==> config.mk <==
export PLATFORM = sky130hd
export DESIGN_NAME = keypad_encoder
export DESIGN_NICKNAME = d
export VERILOG_FILES = /design/src/rtl/keypad_encoder.sv
export SDC_FILE = /design/constraint.sdc
export NUM_CORES = 1
export LEC_CHECK = 0
export ABC_CLOCK_PERIOD_IN_PS = 4300
export CELL_PAD_IN_SITES_DETAIL_PLACEMENT = 1
export CELL_PAD_IN_SITES_GLOBAL_PLACEMENT = 1
export CORE_MARGIN = 4
export CORE_UTILIZATION = 47
export CTS_CLUSTER_DIAMETER = 80
export DETAILED_ROUTE_END_ITERATION = 12
export PLACE_DENSITY_LB_ADDON = 0.12
export SLEW_MARGIN = 10
export SYNTH_ARGS = -nofsm -noshare
export SYNTH_HDL_FRONTEND = slang
export SYNTH_SLANG_ARGS = --single-unit
==> constraint.sdc <==
create_clock -name clk -period 4.3 [get_ports clk]
set_input_delay 0.86 -clock clk [delete_from_list [all_inputs] [get_ports clk]]
set_output_delay 0.86 -clock clk [all_outputs]
set_load 0.02 [all_outputs]
==> src/rtl/keypad_encoder.sv <==
// keypad_encoder: scans a 4x4 active-low keypad, debounces one key at a time and buffers its code
module keypad_encoder #(
  parameter int SCAN_DIV = 1000,
  parameter int DEBOUNCE_SCANS = 4
) (
  input  logic       clk,
  input  logic       rst,
  input  logic [3:0] row_in,
  output logic [3:0] col_out,
  output logic [4:0] key_code,
  output logic       key_valid,
  input  logic       key_ready,
  output logic       key_held,
  output logic       overflow
);
  localparam int DW = $clog2(SCAN_DIV);
  localparam int CW = $clog2(DEBOUNCE_SCANS + 1);
  localparam logic [1:0] IDLE = 2'd0, DEBOUNCE = 2'd1, HELD = 2'd2, RELEASE = 2'd3;
  localparam logic [63:0] KEY_MAP = 64'hDF0E_C987_B654_A321;
  logic [DW-1:0] div_cnt;
  logic [1:0] col, state, state_n, row_idx;
  logic [1:0] acc_n, col_n, tot_n;
  logic [3:0] closed, acc_code, col_code, res_code, cand, cand_n;
  logic [CW-1:0] cnt, cnt_n, cnt_inc;
  logic sample, scan_end, none, single, last, accept;
  // closure counts saturate at 2, which is all that distinguishes SINGLE from MULTI
  always_comb begin
    closed = ~row_in;
    col_n = (closed == 4'd0) ? 2'd0 : ((closed & (closed - 4'd1)) == 4'd0) ? 2'd1 : 2'd2;
    row_idx = closed[0] ? 2'd0 : closed[1] ? 2'd1 : closed[2] ? 2'd2 : 2'd3;
    col_code = KEY_MAP[{row_idx, col, 2'b00} +: 4];
    tot_n = (acc_n[1] | col_n[1] | (acc_n[0] & col_n[0])) ? 2'd2 : (acc_n | col_n);
    res_code = (acc_n == 2'd0) ? col_code : acc_code;
    sample = div_cnt == DW'(SCAN_DIV - 1);
    scan_end = sample && col == 2'd3;
    none = tot_n == 2'd0;
    single = tot_n == 2'd1;
    cnt_inc = cnt + CW'(1);
    last = cnt_inc == CW'(DEBOUNCE_SCANS);
    accept = scan_end && state == DEBOUNCE && single && res_code == cand && last;
  end
  // debounce FSM, advanced only when a full scan result is available
  always_comb begin
    state_n = state;
    cnt_n = cnt;
    cand_n = cand;
    if (scan_end)
      case (state)
        IDLE: if (single) begin state_n = DEBOUNCE; cand_n = res_code; cnt_n = CW'(1); end
        DEBOUNCE:
          if (single && res_code == cand) begin
            state_n = last ? HELD : DEBOUNCE;
            cnt_n = last ? '0 : cnt_inc;
          end else begin
            state_n = IDLE;
            cnt_n = '0;
          end
        HELD: if (none) begin state_n = RELEASE; cnt_n = CW'(1); end
        default:
          if (!none) begin
            state_n = HELD;
            cnt_n = '0;
          end else begin
            state_n = last ? IDLE : RELEASE;
            cnt_n = last ? '0 : cnt_inc;
          end
      endcase
  end
  // column scanning, scan accumulation, FSM state and output buffer
  always_ff @(posedge clk)
    if (rst) begin
      div_cnt <= '0;
      col <= 2'd0;
      acc_n <= 2'd0;
      acc_code <= 4'd0;
      state <= IDLE;
      cnt <= '0;
      cand <= 4'd0;
      key_code <= 5'd0;
      key_valid <= 1'b0;
      overflow <= 1'b0;
    end else begin
      div_cnt <= sample ? '0 : div_cnt + DW'(1);
      if (sample) begin
        col <= col + 2'd1;
        acc_n <= scan_end ? 2'd0 : tot_n;
        acc_code <= res_code;
      end
      state <= state_n;
      cnt <= cnt_n;
      cand <= cand_n;
      overflow <= accept && key_valid && !key_ready;
      if (accept && (!key_valid || key_ready)) begin
        key_code <= {1'b0, cand};
        key_valid <= 1'b1;
      end else if (key_valid && key_ready)
        key_valid <= 1'b0;
    end
  assign col_out = ~(4'b0001 << col);
  assign key_held = state[1];
endmodule

# [Word level (Yosys, flattened, before mapping)]
# Index checks and enable logic that the tools add are counted.
# Widths: inputs -> output; s select.
[word_totals] word_cells=77 ff_bits=33 inputBits=7 out_inout_bits=12
[classes] add_sub_neg=4 bitwise=7 n_reduce_logical=22 muxes=23 n_eq_ne=9 shift=2
[op_table] operator="$shiftx 64x7->4 const A" count=1
[op_table] operator="$mux 2" count=12
[op_table] operator="$mux 3" count=5
[op_table] operator="$add 10x1->10 const B" count=1
[op_table] operator="$eq 10x10->1 const B" count=1
[op_table] operator="$logic_and 1x1->1" count=10
[op_table] operator="$pmux 3 s3" count=1
[op_table] operator="$logic_not 4->1" count=2
[op_table] operator="$not 4->4" count=2
[op_table] operator="$logic_not 2->1" count=3
[op_table] operator="$pmux 2 s3" count=1
[op_table] operator="$reduce_and 3->1" count=2
[op_table] operator="$and 4x4->4" count=1
[op_table] operator="$eq 2x1->1 const B" count=2
[op_table] operator="$eq 2x2->1 const B" count=2
[op_table] operator="$eq 4x4->1" count=1
[op_table] operator="$mux 4" count=1
[op_table] operator="$ne 2x2->1 const B" count=2
[op_table] operator="$shl 1x2->4 const A" count=1
[op_table] operator="$sub 4x1->4 const B" count=1
[op_table] operator="$add 3x1->3 const B" count=1
[op_table] operator="$eq 3x3->1 const B" count=1
[op_table] operator="$mux 1" count=3
[op_table] operator="$add 2x1->2 const B" count=1
[op_table] operator="other kinds (7)" count=9

# [Logic depth before layout (Yosys ltp)]
# Gate-level depths: netlist of run 1.
[logic_depth] depth_word=15 ltp_mapped=9 ltp_nobuf=8

# [Worst setup path after synthesis of run 1]
# No wires, ideal clock.
[synth_timing] path_type="input-to-reg" from="input port row_in[0]" to="register key_code[0]" path_slack_ns=1.911 setup_time_ns=0.072 path_stages=8 arrival_ns=2.317 t_required_ns=4.228 n_path_buf=2 cell_sequence="clkbuf_4 or2b_1 a211o_4 a21oi_4 nand4b_1 and4b_1 buf_6 mux2i_1"
[synth_via] elab_chain_cells=14 word_cells_on_any_way=21 cone_classes="1 x add/sub; 2 x eq/ne; 1 x shift; 5 x mux; 6 x bitwise; 6 x reduce/logical"
[synth_rtl] item="start: declaration" line_no="8" text="input logic [3:0] row_in,"
[synth_rtl] item="$not 4->4 (*)" line_no="28" text="closed = ~row_in;"
[synth_rtl] item="$sub 4x1->4" line_no="29" text="col_n = (closed == 4'd0) ? 2'd0 : ((closed & (closed - 4'd1)) == 4'd0) ? 2'd1 : 2'd2;"
[synth_rtl] item="$and 4x4->4" line_no="29"
[synth_rtl] item="$logic_not 4->1" line_no="29"
[synth_rtl] item="$mux 2 (2 in series)" line_no="29"
[synth_rtl] item="$or 1x1->1 or $and 1x1->1 (tied branches)" line_no="32" text="tot_n = (acc_n[1] | col_n[1] | (acc_n[0] & col_n[0])) ? 2'd2 : (acc_n | col_n);"
[synth_rtl] item="$or 1x1->1" line_no="32"
[synth_rtl] item="$mux 2" line_no="32"
[synth_rtl] item="$eq 2x1->1" line_no="37" text="single = tot_n == 2'd1;"
[synth_rtl] item="$logic_and 1x1->1" line_no="40" text="accept = scan_end && state == DEBOUNCE && single && res_code == cand && last;"
[synth_rtl] item="$logic_and 1x1->1 (*) (2 in series)" line_no="40"
[synth_rtl] item="$logic_and 1x1->1 (*)" line_no="93" text="if (accept && (!key_valid || key_ready)) begin"
[synth_rtl] item="end signal: assignment" line_no="94" text="key_code <= {1'b0, cand};"
[synth_rtl] item="end: declaration" line_no="10" text="output logic [4:0] key_code,"
# Every way passes the cells marked *; elsewhere a longest branch is shown, timed or not.
# A chain may end at the register's enable or synchronous reset.

# [Worst setup path in the final report of run 1]
[layout_timing] from="input port row_in[1]" to="register key_code[2]"
# The elaborated chain is that of the path after synthesis.

==> results of run 1 <==
## cell usage in the layout, fill, tap and decap left out, types with 2 or more instances in the layout
cell and instances:
and2_2 2, o21ai_0 6, a31oi_1 3, or3_1 3, a21o_2 3, or2_2 3
nand2b_1 3, and3_1 3, clkdlybuf4s50_1 17, inv_1 13, nand3_1 9, nor2b_1 4
xor2_1 7, o21a_1 2, ha_1 10, dfxtp_1 33, a21oi_1 11, or2_0 2
clkbuf_8 6, nor2_1 20, a211oi_1 3, nand4_1 3, o32ai_1 2, nor3_1 4
mux2i_1 13, xnor2_1 3, nand2_1 24, buf_4 2, nand4b_1 3
## cell type report
class	instances	area (um2)
fillers	516	1773
flip-flops and latches	33	660.6
clock inverters	1	30.03
well taps	50	62.56
inverters	13	48.80
clock buffers	7	86.33
repair buffers	19	185.2
multi-input cells	175	1240
## metrics by stage
step                power (mW)  setup WS [ns]
floorplan               0.3582          1.911
global placement        0.3678          1.092
detailed placement      0.3696         0.9281
CTS                     0.6725          1.242
global route            0.6916          1.088
finish                  0.6641          1.228
## critical path, cell delays in order
cell	delay, ns
clkdlybuf4s50_1	0.70
nor4bb_1	0.52
a2bb2oi_1	0.25
a21oi_4	0.22
nand4b_1	0.11
and4b_1	0.41
mux2i_1	0.22
## registers in the layout, indices dropped and copies added (netlist names)
name,flops
acc_code,4
acc_n,2
cand,4
cnt,3
col,2
div_cnt,10
key_code,4
key_valid,1
overflow,1
state,2
## logic make-up after synthesis
logic type      count (synthesis)  synth area share
compound gates                 44            0.1644
xor+xnor                       10           0.04295
simple gates                   96            0.2687
mux                            13           0.06380
buf+inv                        25           0.06810
fa+ha+maj                      11           0.06626
flops                          33            0.3239
other cells                     1          0.001839
## metal layers
layer	routed length [um]	global-route usage
met1	2208	0.2467
met4	91	0.07445
met2	2354	0.3297
met5	0	0
met3	199	0.04241
## power breakdown
part / internal (mW) / switching (mW) / leakage [nW] / total [mW]
logic: 0.0228 / 0.0304 / 0.529 / 0.0532
clock network: 0.189 / 0.112 / 0.0585 / 0.300
registers: 0.308 / 0.00245 / 0.266 / 0.310
total: 0.520 / 0.144 / 0.853 / 0.664
## how the worst min path moves through the flow
| stage | start | endpoint | slack [ns] | cells after the start |
|---|---|---|---|---|
| floorplan | div_cnt[0] | div_cnt[0] | 0.43 | 1 |
| global placement | key_code[0] | key_code[0] | 0.44 | 2 |
| detailed placement | key_code[1] | key_code[1] | 0.45 | 2 |
| CTS | key_code[1] | key_code[1] | 0.46 | 2 |
| global route | key_code[1] | key_code[1] | 0.51 | 2 |
| finish | key_code[1] | key_code[1] | 0.46 | 2 |
==> metrics, run 1 <==
crit-path max FO 12; H-tree levels 2; first-pass GRT wire length 8452 um; vias in the first global route 1,818; Post-Syn Instances 233; Setup Viol. Count Final 0; Die X-Extent 73.88 um; # IOs 19; layout cell share with drive strength beyond 1 0.1129; GR Util All Layers 0.1974; DP Cell Count 290; Startpoint Class input pin; Vias/cell 5.809; CTS-repair resized insts 0; RSZ-0062 raised after global routing false; antenna diode count 0; asr flop ratio synth 0; Synth top cells by count 33 x dfxtp_1, 24 x nand2_1, 20 x nor2_1, 13 x inv_1, 13 x mux2i_1; Initial DRC Count 64; FF-to-FF path depth 8; syn avg cell area 8.753 um2; CP required 4.51 ns; register area share after synthesis 0.3239; total CTS buffers 5; status completed; core box area 4086 um2; setup slack, reg-to-reg 1.76 ns; initial core utilization 0.4991; drt pass-1 iters 4; Detail Route Antenna Nets 0; post-DP HPWL 3650 um; Unique masters post-synth 61; leak pwr 0.8533 nW; Post-Route WL 4854 um; post-route DRC violation count 0; Cell Area, Placed 2197 um2; cts hold-fix bufs 0; total clock sinks 33; TritonCTS clock tree built; top_reg_cell synth dfxtp_1; fin nets 264; Final Util 0.5661; Area growth, synth to finish 13.44%; PD cells 287.1 nW/um2; FP Rows 23; Non-Filler Instances 298; root buffer cell clkbuf_8; Worst Setup Path Type input pin to flop; Die Ht 73.88 um; setup_tns 0 ns; full die area 5458 um2; GPL Wtd Cong 0.8555; setup bufs post-CTS 0; min cycle time layout 3.072 ns; Hold Worst Slack 0.4575 ns; reg2reg end key_code[2]; worst r2r src col[0]; HP Class flop to flop; clk_lat worst skew 0.28 ns; Synth area leaders dfxtp_1 32%, mux2i_1 6.4%, ha_1 6.1%; worst-case clock buffer depth 2; port bufs 17; final slew viol count 0; Yosys top cell area share 0.3239; most numerous cell in the Yosys netlist dfxtp_1; per-cell routed wire length 16.29 um; f_max 325.5 MHz; largest net degree at the start of global routing 21; Net Count, Synth 250; CP Capture Type flop; critical path endpoint key_code[2]; clock slew seen by the registers of the worst setup and hold paths 0.07 ns; synthesized area 2039 um2; Worst VDD drop 175.1 uV; final instance area 2313 um2; Ys Warns 0; vias 1,731; CP arrival 3.29 ns; Post-synth EDFFs 0; total gr overflow 0; maxcap violations 0; Yosys reg bits 33; leading area contributor after synthesis dfxtp_1; fin crit share 0.7145; Final Hold Fails 0; Worst Skew 0.005850 ns; initial antenna violation count 0; CP startpoint row_in[1]
No activity file was read; power rests on OpenSTA's default activity.
==> inputs of run 2 (changes only) <==
--- a/config.mk
+++ b/config.mk
@@ -5,11 +5,11 @@
 export SDC_FILE = /design/constraint.sdc
 export NUM_CORES = 1
 export LEC_CHECK = 0
-export ABC_CLOCK_PERIOD_IN_PS = 4300
+export ABC_CLOCK_PERIOD_IN_PS = 2650
 export CELL_PAD_IN_SITES_DETAIL_PLACEMENT = 1
 export CELL_PAD_IN_SITES_GLOBAL_PLACEMENT = 1
 export CORE_MARGIN = 4
-export CORE_UTILIZATION = 47
+export CORE_UTILIZATION = 39
 export CTS_CLUSTER_DIAMETER = 80
 export DETAILED_ROUTE_END_ITERATION = 12
 export PLACE_DENSITY_LB_ADDON = 0.12
==> constraint.sdc (replaced) <==
create_clock -name clk -period 2.65 [get_ports clk]
set_input_delay 0.53 -clock clk [delete_from_list [all_inputs] [get_ports clk]]
set_output_delay 0.53 -clock clk [all_outputs]
set_load 0.02 [all_outputs]
==> run 2 against run 1 <==
  * Register-to-register slack got worse by 1.5 ns
  * Worst setup slack lost 1.0 ns
  * Utilization decreased by 7.7 points
  * Combinational power is 97% higher
  * Via count grew 1.4%
  * Critical path depth is 1 higher
  * Clock skew fell by 0.0013 ns
  * Design area grew 7.2%
  * Die area rose by 18%
  * Clock-buffer cell count stayed put
  * Critical endpoint is now key_code[1]
  * Largest cell class unchanged
  * Largest power group unchanged
==> metrics, run 2 (synthesis gave the netlist of run 1 again) <==
status completed; CP startpoint row_in[1]; HP Class flop to flop; Die Ht 80.32 um; sw power 0.2477 mW; post-DP HPWL 3704 um; Worst Setup Path Type input pin to flop; worst r2r src col[1]; CP required 2.87 ns; Clk pwr share 0.449; Post-Route WL 4933 um; clk_lat worst skew 0.29 ns; GPL Wtd Cong 0.7802; Worst VDD drop 193.3 uV; largest net degree at the start of global routing 15; leak pwr 0.9384 nW; Final Hold Fails 0; per-cell routed wire length 14.73 um; core box area 5075 um2; port bufs 17; post-route DRC violation count 0; PD cells 445.5 nW/um2; power share of the sequential group 0.456; GR Util All Layers 0.1746; min cycle time layout 2.454 ns; fin crit share 0.9259; first-pass GRT wire length 8783 um; most flop-heavy register div_cnt; Setup Viol. Count Final 0; f_max 407.5 MHz; Post-Place Worst Slack -0.1662 ns; fin nets 281; maxcap violations 0; clock slew seen by the registers of the worst setup and hold paths 0.07 ns; antenna diode count 0; H-tree levels 2; vias 1,755; vias in the first global route 1,839; total clock sinks 33; Detail Route Antenna Nets 0; combinational share of power 0.095; max reg flops 10; internal power 0.8573 mW; Die X-Extent 80.32 um; final slew viol count 0; Startpoint Class input pin; Final Power 1.105 mW; crit-path max FO 6; FP Rows 26; RSZ-0062 raised after global routing false; sw frac 0.2241; layout cell share with drive strength beyond 1 0.1811; initial antenna violation count 0; Vias/cell 5.239; most frequent cells in the layout 32 x dfxtp_1, 24 x nand2_1, 20 x nor2_1, 19 x buf_4, 17 x clkdlybuf4s50_1; Initial DRC Count 38; CP arrival 2.67 ns; total CTS buffers 5; worst-case clock buffer depth 2; commonest non-fill, non-tap cell in the layout dfxtp_1; Hold Worst Slack 0.4646 ns; final worst slack 0.1963 ns; # IOs 19; hold path start key_code[0]; total gr overflow 0; full die area 6451 um2; Final Util 0.4887; drt pass-1 iters 4; CP Capture Type flop; cts hold-fix bufs 0; Area growth, synth to finish 21.60%; initial core utilization 0.4019; TritonCTS clock tree built; Worst Skew 0.004502 ns; root buffer cell clkbuf_8
run 2: changes by cell type in the layout (fill, tap and decap cells not counted):
cell and change:
o32ai_2 +1, o32ai_1 -1, nor3_1 -1, buf_4 +17, dfxtp_1 -1, nor3_2 +1, dfxtp_2 +1
run 2: what timing repair did:
action | CTS | global route
endpoints found under the setup margin | 0 | 4
buffers inserted | 0 | 0
resized for setup | 0 | 2
hold endpoints to repair | 0 | 0
run 2: cell type report:
type                    count  area [um2]
fillers                   624        2595
multi-input cells         175        1252
flip-flops and latches     33       661.9
repair buffers             36       312.8
well taps                  70       87.58
clock buffers               7       86.33
inverters                  13       48.80
clock inverters             1       30.03
run 2: power groups by stage:
stage / Sequential, mW / Combinational (mW) / Clock, mW
final: 0.504 / 0.105 / 0.497
after global routing: 0.504 / 0.116 / 0.531
after CTS: 0.504 / 0.105 / 0.511
after detailed placement: 0.515 / 0.103 / 0
after global placement: 0.515 / 0.102 / 0
after floorplan: 0.514 / 0.0672 / 0
run 2: metrics by stage:
stage	instance area, um2	cells	setup TNS, ns
2_1_floorplan	2039	233	0
3_3_place_gp	2355	327	-0.1910
3_5_place_dp	2355	327	-0.8794
4_1_cts	2471	335	0
5_1_grt	2480	335	0
6_report	2480	335	0
run 2: path summary, 6_finish.rpt:
check | end | slack (ns) | cells past startpoint
setup / recovery | key_code[1] | 0.20 | 8
hold / removal | key_code[0] | 0.46 | 2
setup reg to reg | key_code[1] | 0.30 | 8
hold reg to reg | key_code[0] | 0.46 | 2
run 2: layer usage:
layer	global-route usage	up-vias	wire length (um)
met2	0.2823	24	2292
met1	0.2293	848	2405
met5	0	-	0
met4	0.06081	0	80
met3	0.03587	7	154
li1	-	876	-
run 2: worst max-delay path, cell delays in order:
cell,delay [ns]
clkdlybuf4s50_1,0.50
buf_4,0.19
or3b_1,0.34
a21oi_1,0.23
nor3_1,0.10
nand4b_1,0.16
and4b_1,0.40
mux2i_1,0.21
==> inputs of run 3 (changes only) <==
--- a/config.mk
+++ b/config.mk
@@ -8,11 +8,10 @@
 export ABC_CLOCK_PERIOD_IN_PS = 2650
 export CELL_PAD_IN_SITES_DETAIL_PLACEMENT = 1
 export CELL_PAD_IN_SITES_GLOBAL_PLACEMENT = 1
-export CORE_MARGIN = 4
 export CORE_UTILIZATION = 39
 export CTS_CLUSTER_DIAMETER = 80
 export DETAILED_ROUTE_END_ITERATION = 12
-export PLACE_DENSITY_LB_ADDON = 0.12
+export PLACE_DENSITY = 0.84
 export SLEW_MARGIN = 10
 export SYNTH_ARGS = -nofsm -noshare
 export SYNTH_HDL_FRONTEND = slang
==> run 3 against run 2 <==
  * Sequential share of layout area grew 0.66 points
  * Combinational power shrank 4%
  * Largest cell class unchanged
  * Global-route usage grew 0.88 points
  * Critical path depth is the same
  * Largest power group unchanged
  * Non-clock buffer count shrank 3
  * Power shrank 11%
==> metrics, run 3 (synthesis gave the netlist of run 1 again) <==
H-tree levels 2; worst r2r src col[1]; TritonCTS clock tree built; most flop-heavy register div_cnt; Initial DRC Count 27; first-pass GRT wire length 7776 um; hold path start key_code[1]; RSZ-0062 raised after global routing false; Die X-Extent 74.32 um; Area growth, synth to finish 18.65%; # IOs 19; full die area 5523 um2; Worst VDD drop 264.5 uV; clock slew seen by the registers of the worst setup and hold paths 0.07 ns; f_max 405.7 MHz; core box area 4880 um2; Worst Skew 0.01100 ns; DP Cell Count 321; combinational share of power 0.103; status completed; Die Ht 74.32 um; Post-Place Worst Slack -0.2628 ns; setup bufs post-CTS 0; final slew viol count 0; setup slack, reg-to-reg 0.19 ns; reg2reg end key_code[0]; leak pwr 0.9270 nW; drt pass-1 iters 4; Worst Setup Path Type input pin to flop; Cell Area, Placed 2323 um2; Vias/cell 5.286; antenna diode count 0; Startpoint Class input pin; total clock sinks 33; largest net degree at the start of global routing 15; max reg flops 10; post-DP HPWL 3618 um; per-cell routed wire length 14.45 um; final worst slack 0.1849 ns; root buffer cell clkbuf_8; vias in the first global route 1,701; HP Class flop to flop; total CTS buffers 5; post-route DRC violation count 0; Post-Route WL 4754 um; Detail Route Antenna Nets 0; CP arrival 2.68 ns; Non-Filler Instances 329; min cycle time layout 2.465 ns; total gr overflow 0; PD cells 404.7 nW/um2; FP Rows 25; GR Util All Layers 0.1834; Setup Viol. Count Final 0; commonest non-fill, non-tap cell in the layout dfxtp_1; layout cell share with drive strength beyond 1 0.1718; maxcap violations 0; fin crit share 0.9302; GPL Wtd Cong 0.8576; power share of the sequential group 0.514; Final Hold Fails 0; internal power 0.7310 mW; initial core utilization 0.4179; most frequent cells in the layout 32 x dfxtp_1, 24 x nand2_1, 20 x nor2_1, 16 x buf_4, 15 x clkdlybuf4s50_1; cts hold-fix bufs 0; CP required 2.86 ns; hold endpoint key_code[1]; sw frac 0.2535; final instance area 2420 um2; sw power 0.2482 mW; CP Capture Type flop; worst-case clock buffer depth 2; fin nets 278; vias 1,739; clk_lat worst skew 0.29 ns; crit-path max FO 8; Clk pwr share 0.382; initial antenna violation count 0; port bufs 17; FF-to-FF path depth 8; hold path depth 2
## run 3: cell types whose count changed in the layout (fill, tap and decap cells not counted), sizes merged
cell | previous run | this run
bufinv | 1 | 0
clkbuf | 7 | 6
buf | 19 | 16
clkdlybuf4s50 | 17 | 15
clkinv | 0 | 2
dlymetal6s2s | 0 | 2
## run 3: worst max path at each step
stage          slack, ns  cells past startpoint          end       from
2_1_floorplan       0.56                      9  key_code[0]     col[0]
3_3_place_gp       -0.12                      8  key_code[0]  row_in[0]
3_5_place_dp       -0.26                      7  key_code[0]  row_in[0]
4_1_cts             0.02                      7  key_code[0]  row_in[0]
5_1_grt            0.005                      8  key_code[0]     col[1]
6_report            0.18                      8  key_code[0]  row_in[1]
## run 3: power by group through the flow
| stage | Combinational [mW] | Sequential (mW) | Clock [mW] |
|---|---|---|---|
| global route | 0.110 | 0.504 | 0.408 |
| finish | 0.101 | 0.504 | 0.374 |
| CTS | 0.101 | 0.504 | 0.385 |
| detailed placement | 0.101 | 0.515 | 0 |
| floorplan | 0.0672 | 0.514 | 0 |
| global placement | 0.0984 | 0.515 | 0 |
## run 3: critical path: stages
cell             delay (ns)
clkdlybuf4s50_1        0.48
buf_4                  0.20
or3b_1                 0.35
a21oi_1                0.27
nor3_1                 0.10
nand4b_1               0.17
and4b_2                0.37
mux2i_1                0.20
## run 3: per-stage QoR
step                hold slack, ns  total power [mW]    util  TNS [ns]
floorplan                   0.4302            0.5813       -         0
finish                      0.4556            0.9793  0.4959         0
global placement            0.4483            0.6132  0.4762   -0.5861
CTS                         0.4602            0.9903  0.4931         0
global route                0.4734             1.022  0.4959         0
detailed placement          0.4508            0.6156  0.4762    -1.723
## run 3: timing repair
action                                  4_1_cts  5_1_grt
endpoints found under the setup margin        0        4
endpoints found under the hold margin         0        0
resized for setup                             0        5
## run 3: per-layer routing
layer,track usage,part of all wire,up-vias
met1,0.2328,0.47,828
li1,-,-,870
met2,0.3111,0.48,33
met3,0.04336,0.035,8
met4,0.05241,0.014,0
met5,0,0,-
## run 3: area by class of cell
type,count,area (um2)
clock buffer,6,72.57
fill,605,2460
clock inverter,2,10.01
inverter,13,48.80
tap,67,83.83
timing repair buffer,33,295.3
sequential,33,661.9
multi-input combinational,175,1247
